===== src/rtl/ppr_mem_pkg.sv =====
// Shared types for the score-RAM access path: FSM states, request record, channel ids.
// No logic; reset/latency/backpressure not applicable.
// Request record widths match the default conflict-detector address/data widths.
package ppr_mem_pkg;

  localparam int PPR_ADDR_WIDTH = 13;
  localparam int PPR_DATA_WIDTH = 32;

  typedef enum logic {ST_IDLE, ST_DRAIN} state_t;

  localparam logic CH_A = 1'b0;
  localparam logic CH_B = 1'b1;

  typedef struct packed {
    logic                      we;
    logic [PPR_ADDR_WIDTH-1:0] addr;
    logic [PPR_DATA_WIDTH-1:0] wdata;
  } req_t;

endpackage


===== src/rtl/sat_counter.sv =====
// Saturating up-counter for statistics; holds at all-ones instead of wrapping.
// Latency: count updates on the edge after inc is sampled high.
// Backpressure: none; clr_n is a synchronous active-low clear.
module sat_counter #(
  parameter int CNT_WIDTH = 16
) (
  input  logic                 clk,
  input  logic                 clr_n,
  input  logic                 inc,
  output logic [CNT_WIDTH-1:0] cnt
);

  always_ff @(posedge clk) begin
    if (!clr_n) begin
      cnt <= '0;
    end else if (inc && (cnt != '1)) begin
      cnt <= cnt + 1'b1;
    end
  end

endmodule


===== src/rtl/bank_access_arbiter.sv =====
// Issues channel A on RAM port 0 and B on port 1; colliding pairs are serialized round-robin.
// Latency: 1 cycle acceptance-to-issue; a serialized loser issues after 2 cycles.
// Backpressure: both readies drop for the single DRAIN cycle following a collision.
module bank_access_arbiter
  import ppr_mem_pkg::*;
#(
  parameter int ADDR_WIDTH = PPR_ADDR_WIDTH,
  parameter int DATA_WIDTH = PPR_DATA_WIDTH,
  parameter int CNT_WIDTH  = 16
) (
  input  logic                  clk,
  input  logic                  rst_n,
  input  logic                  a_valid,
  output logic                  a_ready,
  input  logic [ADDR_WIDTH-1:0] a_addr,
  input  logic                  a_we,
  input  logic [DATA_WIDTH-1:0] a_wdata,
  input  logic                  b_valid,
  output logic                  b_ready,
  input  logic [ADDR_WIDTH-1:0] b_addr,
  input  logic                  b_we,
  input  logic [DATA_WIDTH-1:0] b_wdata,
  input  logic                  conflict,
  output logic                  m0_en,
  output logic                  m0_we,
  output logic [ADDR_WIDTH-1:0] m0_addr,
  output logic [DATA_WIDTH-1:0] m0_wdata,
  output logic                  m1_en,
  output logic                  m1_we,
  output logic [ADDR_WIDTH-1:0] m1_addr,
  output logic [DATA_WIDTH-1:0] m1_wdata,
  output logic [CNT_WIDTH-1:0]  conflict_cnt
);

  // Local record sized by this instance's parameters rather than the package defaults.
  typedef struct packed {
    logic                  we;
    logic [ADDR_WIDTH-1:0] addr;
    logic [DATA_WIDTH-1:0] wdata;
  } chan_req_t;

  state_t    state, state_nxt;
  logic      rr, rr_nxt;
  chan_req_t pend, pend_nxt;
  chan_req_t m0_q, m0_nxt, m1_q, m1_nxt;
  logic      m0_en_q, m0_en_nxt, m1_en_q, m1_en_nxt;
  logic      cnt_inc;
  chan_req_t a_req, b_req;

  assign a_req = {a_we, a_addr, a_wdata};
  assign b_req = {b_we, b_addr, b_wdata};

  assign a_ready = (state == ST_IDLE);
  assign b_ready = (state == ST_IDLE);

  always_comb begin
    state_nxt = state;
    rr_nxt    = rr;
    pend_nxt  = pend;
    m0_en_nxt = 1'b0;
    m1_en_nxt = 1'b0;
    m0_nxt    = '0;
    m1_nxt    = '0;
    cnt_inc   = 1'b0;
    case (state)
      ST_IDLE: begin
        if (a_valid && b_valid && conflict) begin
          if (rr == CH_A) begin
            m0_en_nxt = 1'b1;
            m0_nxt    = a_req;
            pend_nxt  = b_req;
          end else begin
            m1_en_nxt = 1'b1;
            m1_nxt    = b_req;
            pend_nxt  = a_req;
          end
          rr_nxt    = ~rr;
          cnt_inc   = 1'b1;
          state_nxt = ST_DRAIN;
        end else begin
          m0_en_nxt = a_valid;
          m1_en_nxt = b_valid;
          if (a_valid) m0_nxt = a_req;
          if (b_valid) m1_nxt = b_req;
        end
      end
      ST_DRAIN: begin
        // rr has already toggled, so it now names the loser and thus its port.
        if (rr == CH_B) begin
          m1_en_nxt = 1'b1;
          m1_nxt    = pend;
        end else begin
          m0_en_nxt = 1'b1;
          m0_nxt    = pend;
        end
        state_nxt = ST_IDLE;
      end
      default: state_nxt = ST_IDLE;
    endcase
  end

  always_ff @(posedge clk) begin
    if (!rst_n) begin
      state   <= ST_IDLE;
      rr      <= CH_A;
      pend    <= '0;
      m0_en_q <= 1'b0;
      m1_en_q <= 1'b0;
      m0_q    <= '0;
      m1_q    <= '0;
    end else begin
      state   <= state_nxt;
      rr      <= rr_nxt;
      pend    <= pend_nxt;
      m0_en_q <= m0_en_nxt;
      m1_en_q <= m1_en_nxt;
      m0_q    <= m0_nxt;
      m1_q    <= m1_nxt;
    end
  end

  assign m0_en    = m0_en_q;
  assign m0_we    = m0_q.we;
  assign m0_addr  = m0_q.addr;
  assign m0_wdata = m0_q.wdata;
  assign m1_en    = m1_en_q;
  assign m1_we    = m1_q.we;
  assign m1_addr  = m1_q.addr;
  assign m1_wdata = m1_q.wdata;

  sat_counter #(.CNT_WIDTH(CNT_WIDTH)) u_conflict_cnt (
    .clk   (clk),
    .clr_n (rst_n),
    .inc   (cnt_inc),
    .cnt   (conflict_cnt)
  );

endmodule


===== config.mk =====
export PLATFORM = sky130hd
export DESIGN_NAME = bank_access_arbiter
export DESIGN_NICKNAME = d
export VERILOG_FILES = /design/src/rtl/ppr_mem_pkg.sv /design/src/rtl/sat_counter.sv /design/src/rtl/bank_access_arbiter.sv
export SDC_FILE = /design/constraint.sdc
export NUM_CORES = 1
export LEC_CHECK = 0
export BUFFER_PORTS_ARGS = -buffer_cell sky130_fd_sc_hd__buf_4
export CORE_MARGIN = 2
export CORE_UTILIZATION = 50
export DETAILED_ROUTE_END_ITERATION = 10
export GPL_ROUTABILITY_DRIVEN = 0
export HOLD_SLACK_MARGIN = 0.06
export PLACE_DENSITY = 0.86
export SLEW_MARGIN = 10
export SYNTH_ARGS = -nofsm -noshare
export SYNTH_HDL_FRONTEND = slang
export SYNTH_SLANG_ARGS = --single-unit
export TNS_END_PERCENT = 1

===== constraint.sdc =====
create_clock -name clk -period 2.1 [get_ports clk]
set_input_delay 0.315 -clock clk [delete_from_list [all_inputs] [get_ports clk]]
set_output_delay 0.315 -clock clk [all_outputs]
set_load 0.01 [all_outputs]

### Yosys cells after proc, flatten, opt, wreduce, memory -nomap -nowiden

Index checks and enable logic that the tools add are counted.

| storage, ports and cells | value |
|---|---|
| output and inout bits | 112 |
| input port bits | 97 |
| logic and storage cells | 42 |
| flip-flop bits (word level) | 158 |

| operators by class | value |
|---|---|
| $add $sub $neg | 1 |
| reduce and logical (&&, ||, !) cells | 4 |
| multiplexer cells | 20 |
| bitwise logic cells | 2 |
| equality and inequality tests | 1 |

Operators by type and width:

| kind | count |
|---|---|
| 2-to-1 mux 46 bit | 9 |
| one-hot mux 46 bit (2 select lines) | 2 |
| adder 16 x 1 -> 16 bit (second input constant) | 1 |
| != test 16 bit (second input constant) | 1 |
| 2-to-1 mux 1 bit | 6 |
| one-hot mux 1 bit (2 select lines) | 3 |
| logical AND 1 bit | 3 |
| NOT 1 bit | 2 |
| AND reduction 2 bit | 1 |

### Logic depth before layout (Yosys ltp)

Gate-level depths: netlist of run 1.

| depth | value |
|---|---|
| depth after elaboration | 5 |
| depth in mapped cells | 7 |
| depth with buffers taken out | 5 |

### By module

A second synthesis of run 1 with hierarchy kept.

| unflattened totals | value |
|---|---|
| cell total of the unflattened synthesis | 530 |
| area, all modules | 5,982.0 um2 |

By module, submodules not included:

| module | cells an instance | instances | area an instance (um2) |
|---|---|---|---|
| bank_access_arbiter | 433 | 1 | 5,144.9 |
| sat_counter | 97 | 1 | 837.1 |

### Least setup slack after synthesis of run 1

OpenSTA, ideal clock, no wires.

| timing path | value |
|---|---|
| path kind | reg-to-reg |
| from | register u_conflict_cnt.cnt[0] |
| to | register u_conflict_cnt.cnt[13] |
| data required time | 2.029 ns |
| slack | 0.510 ns |
| stages on the path, launching flop included | 5 |
| library setup time | 0.071 ns |
| data arrival time | 1.519 ns |
| period minus slack after synthesis | 1.590 ns |
| buffers on the path | 0 |
| cell sequence | dfxtp_1 ha_1 a211o_1 or4_1 a21oi_1 |

| on the way | value |
|---|---|
| longest elaborated chain between the ends | 2 |
| elaborated cells between the ends (all ways) | 3 |

Ends and longest elaborated chain:

| item | line | source |
|---|---|---|
| start, declared | sat_counter.sv:10 | `output logic [CNT_WIDTH-1:0] cnt` |
| start signal, assigned | sat_counter.sv:17 | `cnt <= cnt + 1'b1;` |
| parallel branches: the longest is 2 deep, another holds adder 16 x 1 -> 16 bit | - |  |

Parallel ways; which one is timed is not known.
A chain may end at the register's enable or synchronous reset.

### Worst setup path after layout of run 1

| timing path | value |
|---|---|
| from | register state |
| to | register m1_q (netlist bit m1_wdata[2]) |

| on the way | value |
|---|---|
| longest elaborated chain between the ends | 2 |

Ends and longest elaborated chain:

| item | line | source |
|---|---|---|
| start, declared | bank_access_arbiter.sv:42 | `state_t state, state_nxt;` |
| start signal, assigned | bank_access_arbiter.sv:112 | `state <= state_nxt;` |
| NOT 1 bit | - |  |
| one-hot mux 46 bit (2 select lines) (*) | bank_access_arbiter.sv:65 | `case (state)` |
| end signal, assigned | bank_access_arbiter.sv:118 | `m1_q <= m1_nxt;` |
| end, declared | bank_access_arbiter.sv:45 | `chan_req_t m0_q, m0_nxt, m1_q, m1_nxt;` |

Mark *: on every way between the ends. The rest lies on a longest branch, timed or not.

==> results of run 1 <==
## logic make-up (layout without fill, tap and decap cells)
kind of cell | count (synthesis) | after routing | share of synthesized area, %
adders and majority gates | 1 | 1 | 0.2087
muxes | 51 | 51 | 8.516
xor gates and xnor gates | 1 | 1 | 0.1461
and+or+nand+nor | 199 | 199 | 14.65
DFF | 158 | 158 | 52.77
AOI/OAI and AO/OA | 161 | 161 | 19.75
buffers and inverters | 59 | 251 | 3.966
## stage by stage
stage	total power (uW)	setup slack, ps	cells	utilization (%)	cell area (sq um)
after floorplan	3612	510.0	630	-	5995
after CTS	6832	184.1	965	70.92	8202
after global placement	3969	277.0	934	66.19	7655
final	6802	160.9	965	70.92	8202
after detailed placement	3999	217.8	934	66.19	7655
after global routing	7039	20.36	965	70.92	8202
## placed cells by master (no fill, tap or decap), drive strengths merged, types with 2 or more instances in the layout
cell type    n
nor3         3
a211oi      47
or3          2
a22oi       92
nor4         5
nand2b       4
dfxtp      158
clkbuf      21
nand3        8
inv          7
buf        216
nand4        5
nand2       12
o21ai        3
and4         3
clkinv       6
and2         2
a21oi        9
nor2       144
or4          6
o31ai        6
mux2i       51
## power by group through the flow
| stage | Sequential [uW] | Clock [uW] | Combinational, uW |
|---|---|---|---|
| 3_5_place_dp | 3250 | 0 | 747 |
| 2_1_floorplan | 3280 | 0 | 336 |
| 3_3_place_gp | 3240 | 0 | 724 |
| 5_1_grt | 3200 | 3020 | 821 |
| 6_report | 3190 | 2860 | 756 |
| 4_1_cts | 3190 | 2890 | 752 |
## per-layer routing
layer  track usage [%]  vias up  wire, um
met5                 0        -         0
met2             45.23      268      8624
met4             12.60        0       563
met1             31.12     2739      6841
met3             6.589       48      1296
li1                  -     2640         -
## final timing paths
| path | endpoint | slack, ps | cells past startpoint |
|---|---|---|---|
| max | m1_wdata[2] | 160 | 4 |
| min | m1_wdata[12] | 140 | 3 |
| max reg2reg | m1_wdata[2] | 160 | 4 |
| min reg2reg | pend[42] | 520 | 2 |
## cell usage after synthesis
cell type and count:
nor2b_1 1, nand2b_1 4, nand4_1 4, buf_4 2
a211o_1 1, nor4_1 4, o21ba_2 1, nand4_2 1
inv_2 1, or4_1 6, a21oi_1 9, nor3_1 3
nand3_2 1, and2_1 2, nand2_1 12, and4_1 3
nand3_1 7, o21ai_0 3, a22oi_1 92, a31oi_1 1
and3_1 1, nor2_1 144, and4b_1 1, xnor2_1 1
buf_2 7, mux2i_1 51, inv_1 3, nor3b_1 1
o31ai_1 6, clkbuf_1 41, nor4_2 1, ha_1 1
or3_1 2, a211oi_1 47, or2_1 1, buf_1 5
dfxtp_1 158, o211a_1 1
## worst max-delay path, delay by kind of cell, from the launching register on
family	cells	cell delay (ps)
flops	1	320
simple gates	1	180
compound gates	2	1200
buf+inv	1	160
## state kept, by name (all words and copies together), names as in the netlist
register	count
pend	46
m0_wdata	32
m1_wdata	32
u_conflict_cnt.cnt	16
m0_addr	13
m1_addr	13
m0_en	1
m0_we	1
m1_en	1
m1_we	1
rr	1
state	1
## cell type report
type                    instances  area [sq um]  area share (%)
clock buffers                  21         460.4           5.614
repair buffers                216          1684           20.53
clock inverters                10         86.33           1.053
multi-input cells             413          2608           31.79
well taps                     143         178.9           2.182
inverters                       4         17.52          0.2136
flip-flops and latches        158          3167           38.61
==> run metrics, run 1 <==
root buf cell clkbuf_16; Worst Tran Pin Value ~1200 ps; area leader, netlist dfxtp_1; Hold WC Path Type input pin to flop; sequential share of power a little under half; hpwl dp around 11000 um; Pre-antenna DRT Iters 6; Fillers 821; Synth Net Count 728; top cell type's share of synthesized area 52.77%; CTS Hold Bufs 0; final setup fails 0; Vias between 5000 and 6000; Worst Path Arrival 2290 ps; post-route ant nets 0; share of cells above drive strength 1 between 30% and 40%; die height around 110 um; outcome finished clean; Clk Latency, worst-skew pair around 420 ps; start point of the critical path state; Reg-to-Reg Start state; critical path endpoint category flop; Syn. warnings 0; Mapped Area around 6000 sq um; CP Launch Type flop; Resize count post-CTS 0; routed length per placed instance between 15 and 20 um; max cap viols 0; H-tree Lvls 4; Setup CP Type flop to flop; Layout area overhead 36.82%; vias in the first global route ~5500; Final Slew Violations 0; largest net degree at the start of global routing 82; core area about 12000 sq um; critical path cell sequence inv_1 -> o211a_2 -> a22oi_1 -> nor2_1; CTS tree built; Synth Instances 630; Hold Slack between 100 and 150 ps; Avg Cell Area, Syn approximately 9.5 sq um; power density over the cells approximately 830 nW/um^2; initial antenna violation count 0; Yosys reg bits around 160; TritonCTS buffer count 17; Peak VDD IR around 0.54 mV; sequential-to-total area share from yosys stat 52.77%; combinational share of power roughly 11%; Worst EP required 2450 ps; vias per cell 5.902; Port Buffers 208; Clock power frac 42.0%; Synth cell types 38; post-layout min period 1939 ps; RSZ-0062 raised after global routing false; post-route setup TNS 0 ps; # diodes 0; final WL 17330 um; Initial Util around 52%; Final Hold Viols 0; FP Rows 39; HP Start b_wdata[12]; Die W approximately 110 um; total grt overflow 0; Worst path max stage delay around 1000 ps; CTS max path bufs 2; NetSw roughly 1600 uW; max frequency 515.7 MHz; total global routing track utilization a little over a quarter; top cells by area, synth dfxtp_1 (53%), a22oi_1 (12%), nor2_1 (9.0%), mux2i_1 (8.5%), a211oi_1 (5.9%); slowest stage cell, crit path o211a_2; NumNets Final 908; DRT iter0 DRCs 726; global-route wire length before repair roughly 27000 um; Setup Buffers After CTS 0; number of remaining DRC errors 0; highest net fanout along the worst path between 40 and 50; CTS clock-pin slew for the worst setup and hold paths about 60 ps; relative slew slack between 10% and 20%; period utilisation layout just over 90%; Pint 5171 uW; die area ~13000 sq um; final setup skew roughly 9.9 ps; CTS sink count approximately 160; Leak Pwr 0.003378 uW; switch share 23.97%; I/O pins ~210
No activity file was read; power rests on OpenSTA's default activity.
==> run 2, diff against run 1 <==
--- a/config.mk
+++ b/config.mk
@@ -7,11 +7,11 @@
 export LEC_CHECK = 0
 export BUFFER_PORTS_ARGS = -buffer_cell sky130_fd_sc_hd__buf_4
 export CORE_MARGIN = 2
-export CORE_UTILIZATION = 50
+export CORE_UTILIZATION = 53
 export DETAILED_ROUTE_END_ITERATION = 10
 export GPL_ROUTABILITY_DRIVEN = 0
 export HOLD_SLACK_MARGIN = 0.06
-export PLACE_DENSITY = 0.86
+export PLACE_DENSITY = 0.9
 export SLEW_MARGIN = 10
 export SYNTH_ARGS = -nofsm -noshare
 export SYNTH_HDL_FRONTEND = slang
==> constraint.sdc (replaced) <==
create_clock -name clk -period 2.5 [get_ports clk]
set_input_delay 0.375 -clock clk [delete_from_list [all_inputs] [get_ports clk]]
set_output_delay 0.375 -clock clk [all_outputs]
set_load 0.01 [all_outputs]
==> run metrics, run 2 (synthesis gave the netlist of run 1 again) <==
critical path endpoint category flop; Layout area overhead 38.38%; reg2reg setup slack 550 ps (+390 ps); power density over the cells 740.9 nW/um^2 (-11%); Buffers & Inverters on Critical Path 1 (unchanged); Setup Buffers After CTS 0 (unchanged); relative slew slack 58.47% (+39 points); Port Buffers 208 (unchanged); WP depth 5 (+1); pre-CTS WS 684.1 ps (+466.3 ps); RSZ-0062 raised after global routing false; Peak VDD IR 0.6081 mV (+14%); number of remaining DRC errors 0 (unchanged); Hold WC Path Type input pin to flop; global-route wire length before repair 26790 um (-0.92%); worst reg2reg path depth 5 (+1); die height 110.4 um (-2.8%); share of cells above drive strength 1 31.43% (+0.29 points); die area 12180 sq um (-5.5%); max frequency 514.0 MHz (-0.34%); TritonCTS buffer count 17 (unchanged); Worst Tran Pin Value 617.9 ps (-587.9 ps); total grt overflow 0 (unchanged); Clock power frac 46.1% (+4.1 points); worst setup margin 554.3 ps (+393.4 ps); Leak Pwr 0.003432 uW (+1.6%); max reg flops 46 (unchanged); CTS max path bufs 2 (unchanged); Worst path max stage delay 600 ps (-410 ps); largest net degree at the start of global routing 95 (+16%); final cell count without fillers 964 (-0.10%); Setup CP Type flop to flop; Reg-to-Reg Start u_conflict_cnt.cnt[0]; Worst EP required 2820 ps (+370 ps); CTS clock-pin slew for the worst setup and hold paths 60 ps (about the same); sequential share of power 43.8% (-3.1 points); Top Family by Delay on Critical Path simple AND/OR/NAND/NOR gates; Critical Path End u_conflict_cnt.cnt[5]; Vias 5733 (+0.67%); outcome finished clean; Worst Path Arrival 2270 ps (-20 ps); most frequent cells in the layout buf_4 (215), dfxtp_1 (157), nor2_1 (143); CTS sink count 158 (unchanged); Pre-antenna DRT Iters 6 (unchanged); Inst Count DP 933 (-0.11%); CTS tree built; start point of the critical path u_conflict_cnt.cnt[0]; H-tree Lvls 4 (unchanged); Pint 4769 uW (-7.8%); NumNets Final 910 (+0.22%); I/O pins 209 (unchanged); Clk Latency, worst-skew pair 420 ps (about the same); total global routing track utilization 28.65% (+2.2 points); slowest stage cell, crit path nor4_2; CP Launch Type flop; # diodes 0 (unchanged); final WL 17560 um (+1.4%); hpwl dp 11440 um (+1.2%); max cap viols 0 (unchanged); Final Slew Violations 0 (unchanged); Largest Register pend; post-route setup TNS 0 ps (unchanged); routed length per placed instance 18.22 um (+1.5%); Initial Util 54.82% (+3.0 points); FP Rows 38 (-2.6%); period utilisation layout 77.83% (-15 points); HP Start a_wdata[11]; Power Total 6146 uW (-9.6%); core area 10940 sq um (-5.4%); NetSw 1377 uW (-16%); highest net fanout along the worst path 7 (-85%); final setup skew 8.885 ps (-1.008 ps); post-layout min period 1946 ps (+6.573 ps); DRT iter0 DRCs 490 (-33%); CTS Hold Bufs 0 (unchanged); Resize count post-CTS 0 (unchanged); initial antenna violation count 0 (unchanged); commonest non-fill, non-tap cell in the layout buf_4; Die W 110.4 um (-2.8%); Final Hold Viols 0 (unchanged); vias in the first global route 5596 (+1.9%); FF-to-FF End u_conflict_cnt.cnt[5]; switch share 22.41% (-1.6 points); final setup fails 0 (unchanged); combinational share of power 10.1% (-1.0 points); root buf cell clkbuf_16; post-route ant nets 0 (unchanged); vias per cell 5.947 (+0.77%); critical path cell sequence ha_1 -> inv_1 -> nor4_2 -> nor3_1 -> a211oi_1
run 2: layout make-up:
type                            count  area, sq um
Clock buffer                       20        466.7
Sequential cell                   158         3167
Multi-Input combinational cell    413         2608
Inverter                            4        17.52
Fill cell                         749         2640
Tap cell                          140        175.2
Clock inverter                     11        187.7
Timing Repair Buffer              218         1674
run 2: worst register-to-register path: stages (launching register included):
cell and delay, ps:
dfxtp_1 430, ha_1 320, inv_1 100, nor4_2 600
nor3_1 120, a211oi_1 290
run 2: worst min-delay path by stage:
stage	to	slack, ps	cells after the start
finish	m0_wdata[11]	200	3
global route	m1_wdata[13]	190	3
CTS	m1_wdata[16]	180	3
detailed placement	pend[2]	510	2
global placement	u_conflict_cnt.cnt[4]	490	1
floorplan	pend[0]	490	2
run 2: metrics by stage:
step | hold slack (ps) | cell area [sq um] | utilization [%]
finish | 200.4 | 8295 | 75.86
global route | 191.6 | 8295 | 75.86
CTS | 184.7 | 8295 | 75.86
detailed placement | 511.5 | 7641 | 69.87
global placement | 491.7 | 7641 | 69.87
floorplan | 491.4 | 5995 | -
run 2: routing by layer:
metal | vias to the layer above | part of all wire [%] | track usage [%]
met5 | - | 0 | 0
met4 | 0 | 3.8 | 14.02
met3 | 58 | 8.3 | 8.172
met2 | 305 | 50 | 49.87
met1 | 2724 | 38 | 32.07
li1 | 2646 | - | -
run 2: power groups by stage:
stage | clock network (uW) | logic [uW] | registers (uW)
after floorplan | 0 | 283 | 2750
after global placement | 0 | 592 | 2740
after detailed placement | 0 | 616 | 2740
after CTS | 2860 | 622 | 2690
after global routing | 2970 | 676 | 2700
final | 2830 | 623 | 2690
==> run 3, diff against run 2 <==
--- a/config.mk
+++ b/config.mk
@@ -7,11 +7,11 @@
 export LEC_CHECK = 0
 export BUFFER_PORTS_ARGS = -buffer_cell sky130_fd_sc_hd__buf_4
 export CORE_MARGIN = 2
-export CORE_UTILIZATION = 53
+export CORE_UTILIZATION = 50
 export DETAILED_ROUTE_END_ITERATION = 10
 export GPL_ROUTABILITY_DRIVEN = 0
 export HOLD_SLACK_MARGIN = 0.06
-export PLACE_DENSITY = 0.9
+export PLACE_DENSITY = 0.86
 export SLEW_MARGIN = 10
 export SYNTH_ARGS = -nofsm -noshare
 export SYNTH_HDL_FRONTEND = slang
==> constraint.sdc (replaced) <==
create_clock -name clk -period 1.8 [get_ports clk]
set_input_delay 0.27 -clock clk [delete_from_list [all_inputs] [get_ports clk]]
set_output_delay 0.27 -clock clk [all_outputs]
set_load 0.01 [all_outputs]
==> run metrics, run 3 (synthesis gave the netlist of run 1 again) <==
hpwl dp 11240 um (-1.7%); Worst EP required 2140 ps (-680 ps); NumNets Final 914 (+0.44%); worst setup margin 31.08 ps (-523.2 ps); die area 12880 sq um (+5.8%); I/O pins 209 (unchanged); TritonCTS buffer count 17 (unchanged); # diodes 0 (unchanged); final setup skew 8.393 ps (-0.4915 ps); sequential share of power 44.1% (+0.3 points); FF-to-FF End u_conflict_cnt.cnt[13]; Final Slew Violations 0 (unchanged); FP Rows 39 (+2.6%); Layout area overhead 39.24%; H-tree Lvls 4 (unchanged); max frequency 565.3 MHz (+10%); CTS Hold Bufs 0 (unchanged); Final Hold Viols 0 (unchanged); CTS sink count 158 (unchanged); total global routing track utilization 26.23% (-2.4 points); Worst Path Arrival 2110 ps (-160 ps); Largest Register pend; commonest non-fill, non-tap cell in the layout buf_4; vias per cell 5.873 (-1.2%); Setup CP Type flop to flop; Worst Tran Pin Value 782.8 ps (+164.9 ps); CP Launch Type flop; max cap viols 0 (unchanged); number of remaining DRC errors 0 (unchanged); highest net fanout along the worst path 10 (+3); Die W 113.5 um (+2.9%); largest net degree at the start of global routing 95 (unchanged); CTS max path bufs 2 (unchanged); Area after DPL 7680 sq um (+0.51%); Worst path max stage delay 560 ps (-40 ps); final setup fails 0 (unchanged); global-route wire length before repair 26870 um (+0.28%); reg2reg setup slack 30 ps (-520 ps); routed length per placed instance 18.00 um (-1.2%); Buffers & Inverters on Critical Path 0 (-1); slowest stage cell, crit path or4_1; worst reg2reg path depth 4 (-1); period utilisation layout 98.27% (+20 points); root buf cell clkbuf_16; Leak Pwr 0.003437 uW (+0.16%); core area 11560 sq um (+5.8%); Setup Buffers After CTS 0 (unchanged); start point of the critical path state; pre-CTS WS -69.29 ps (-753.4 ps); Vias 5709 (-0.42%); combinational share of power 10.4% (+0.3 points); max reg flops 46 (unchanged); power density over the cells 1014 nW/um^2 (+37%); RSZ-0062 raised after global routing true; Pre-antenna DRT Iters 6 (unchanged); Clock power frac 45.5% (-0.6 points); post-route ant nets 0 (unchanged); critical path endpoint category flop; switch share 22.36% (-0.050 points); Peak VDD IR 0.6277 mV (+3.2%); Design Area, Final 8347 sq um (+0.62%); Pint 6572 uW (+38%); critical path cell sequence and4b_4 -> nand3_2 -> or4_1 -> a21oi_1; Reg-to-Reg Start state; final WL 17500 um (-0.35%); most frequent cells in the layout buf_4 (217), dfxtp_1 (157), nor2_1 (143); CTS tree built; Port Buffers 208 (unchanged); relative slew slack 47.69% (-11 points); die height 113.5 um (+2.9%); outcome finished clean; share of cells above drive strength 1 31.85% (+0.41 points); total grt overflow 0 (unchanged); post-layout min period 1769 ps (-176.8 ps); initial antenna violation count 0 (unchanged); Top Family by Delay on Critical Path simple AND/OR/NAND/NOR gates; NetSw 1893 uW (+37%); Critical Path End u_conflict_cnt.cnt[13]; DRT iter0 DRCs 638 (+30%); Hold WC Path Type input pin to flop; Initial Util 51.83% (-3.0 points); Fillers 775 (+3.5%); vias in the first global route 5422 (-3.1%); WP depth 4 (-1); CTS clock-pin slew for the worst setup and hold paths 60 ps (about the same); Clk Latency, worst-skew pair 420 ps (about the same)
run 3: cell types whose count changed in the layout (fill, tap and decap cells not counted), moves of 2 or more:
cell / before / now
clkinv_4: 2 / 0
clkbuf_1: 0 / 4
clkbuf_8: 3 / 1
clkinv_2: 4 / 2
buf_4: 215 / 217
run 3: power by group through the flow:
| stage | clock network [uW] | registers, uW | logic (uW) |
|---|---|---|---|
| floorplan | 0 | 3820 | 393 |
| global placement | 0 | 3790 | 842 |
| detailed placement | 0 | 3800 | 865 |
| CTS | 3910 | 3730 | 873 |
| global route | 4080 | 3740 | 957 |
| finish | 3850 | 3730 | 883 |
run 3: per-layer routing:
metal / share of wire [%] / up-vias / track usage, %
met5: 0 / - / 0
met4: 2.7 / 0 / 11.79
met3: 7.9 / 46 / 6.376
met2: 50 / 332 / 45.87
met1: 39 / 2678 / 30.48
li1: - / 2653 / -
run 3: worst min-delay path by stage:
| stage | from | endpoint | slack [ps] | cells past startpoint |
|---|---|---|---|---|
| 2_1_floorplan | a_addr[0] | m0_addr[0] | 420 | 2 |
| 3_3_place_gp | u_conflict_cnt.cnt[11] | u_conflict_cnt.cnt[11] | 490 | 2 |
| 3_5_place_dp | pend[13] | pend[13] | 510 | 2 |
| 4_1_cts | b_wdata[27] | m1_wdata[27] | 90 | 3 |
| 5_1_grt | b_wdata[8] | m1_wdata[8] | 90 | 3 |
| 6_report | b_wdata[27] | m1_wdata[27] | 100 | 3 |
run 3: tightest hold or removal path: stages:
cell and delay, ps:
buf_4 90, a22oi_1 60, nor2_1 70
run 3: area by class of cell:
cell class | count | area, sq um | area share (%)
multi-input cells | 414 | 2638 | 31.60
inverters | 4 | 17.52 | 0.2099
clock inverters | 10 | 182.7 | 2.189
clock buffers | 22 | 454.2 | 5.441
repair buffers | 221 | 1709 | 20.48
flip-flops and latches | 158 | 3167 | 37.94
well taps | 143 | 178.9 | 2.144
run 3: through the flow:
| step | hold slack [ps] | utilization [%] | power (uW) | instances | TNS, ps |
|---|---|---|---|---|---|
| finish | 98.55 | 72.17 | 8464 | 972 | 0 |
| CTS | 86.68 | 71.98 | 8508 | 971 | -398.6 |
| floorplan | 418.3 | - | 4214 | 630 | 0 |
| global route | 86.68 | 72.17 | 8774 | 972 | -120.8 |
| global placement | 492.9 | 66.41 | 4633 | 939 | 0 |
| detailed placement | 509.9 | 66.41 | 4664 | 939 | -1005 |
run 3: timing repair:
action,CTS,global route
resized for setup,2,4
cloned,0,1
setup endpoints to repair,81,54
pin swaps,14,1
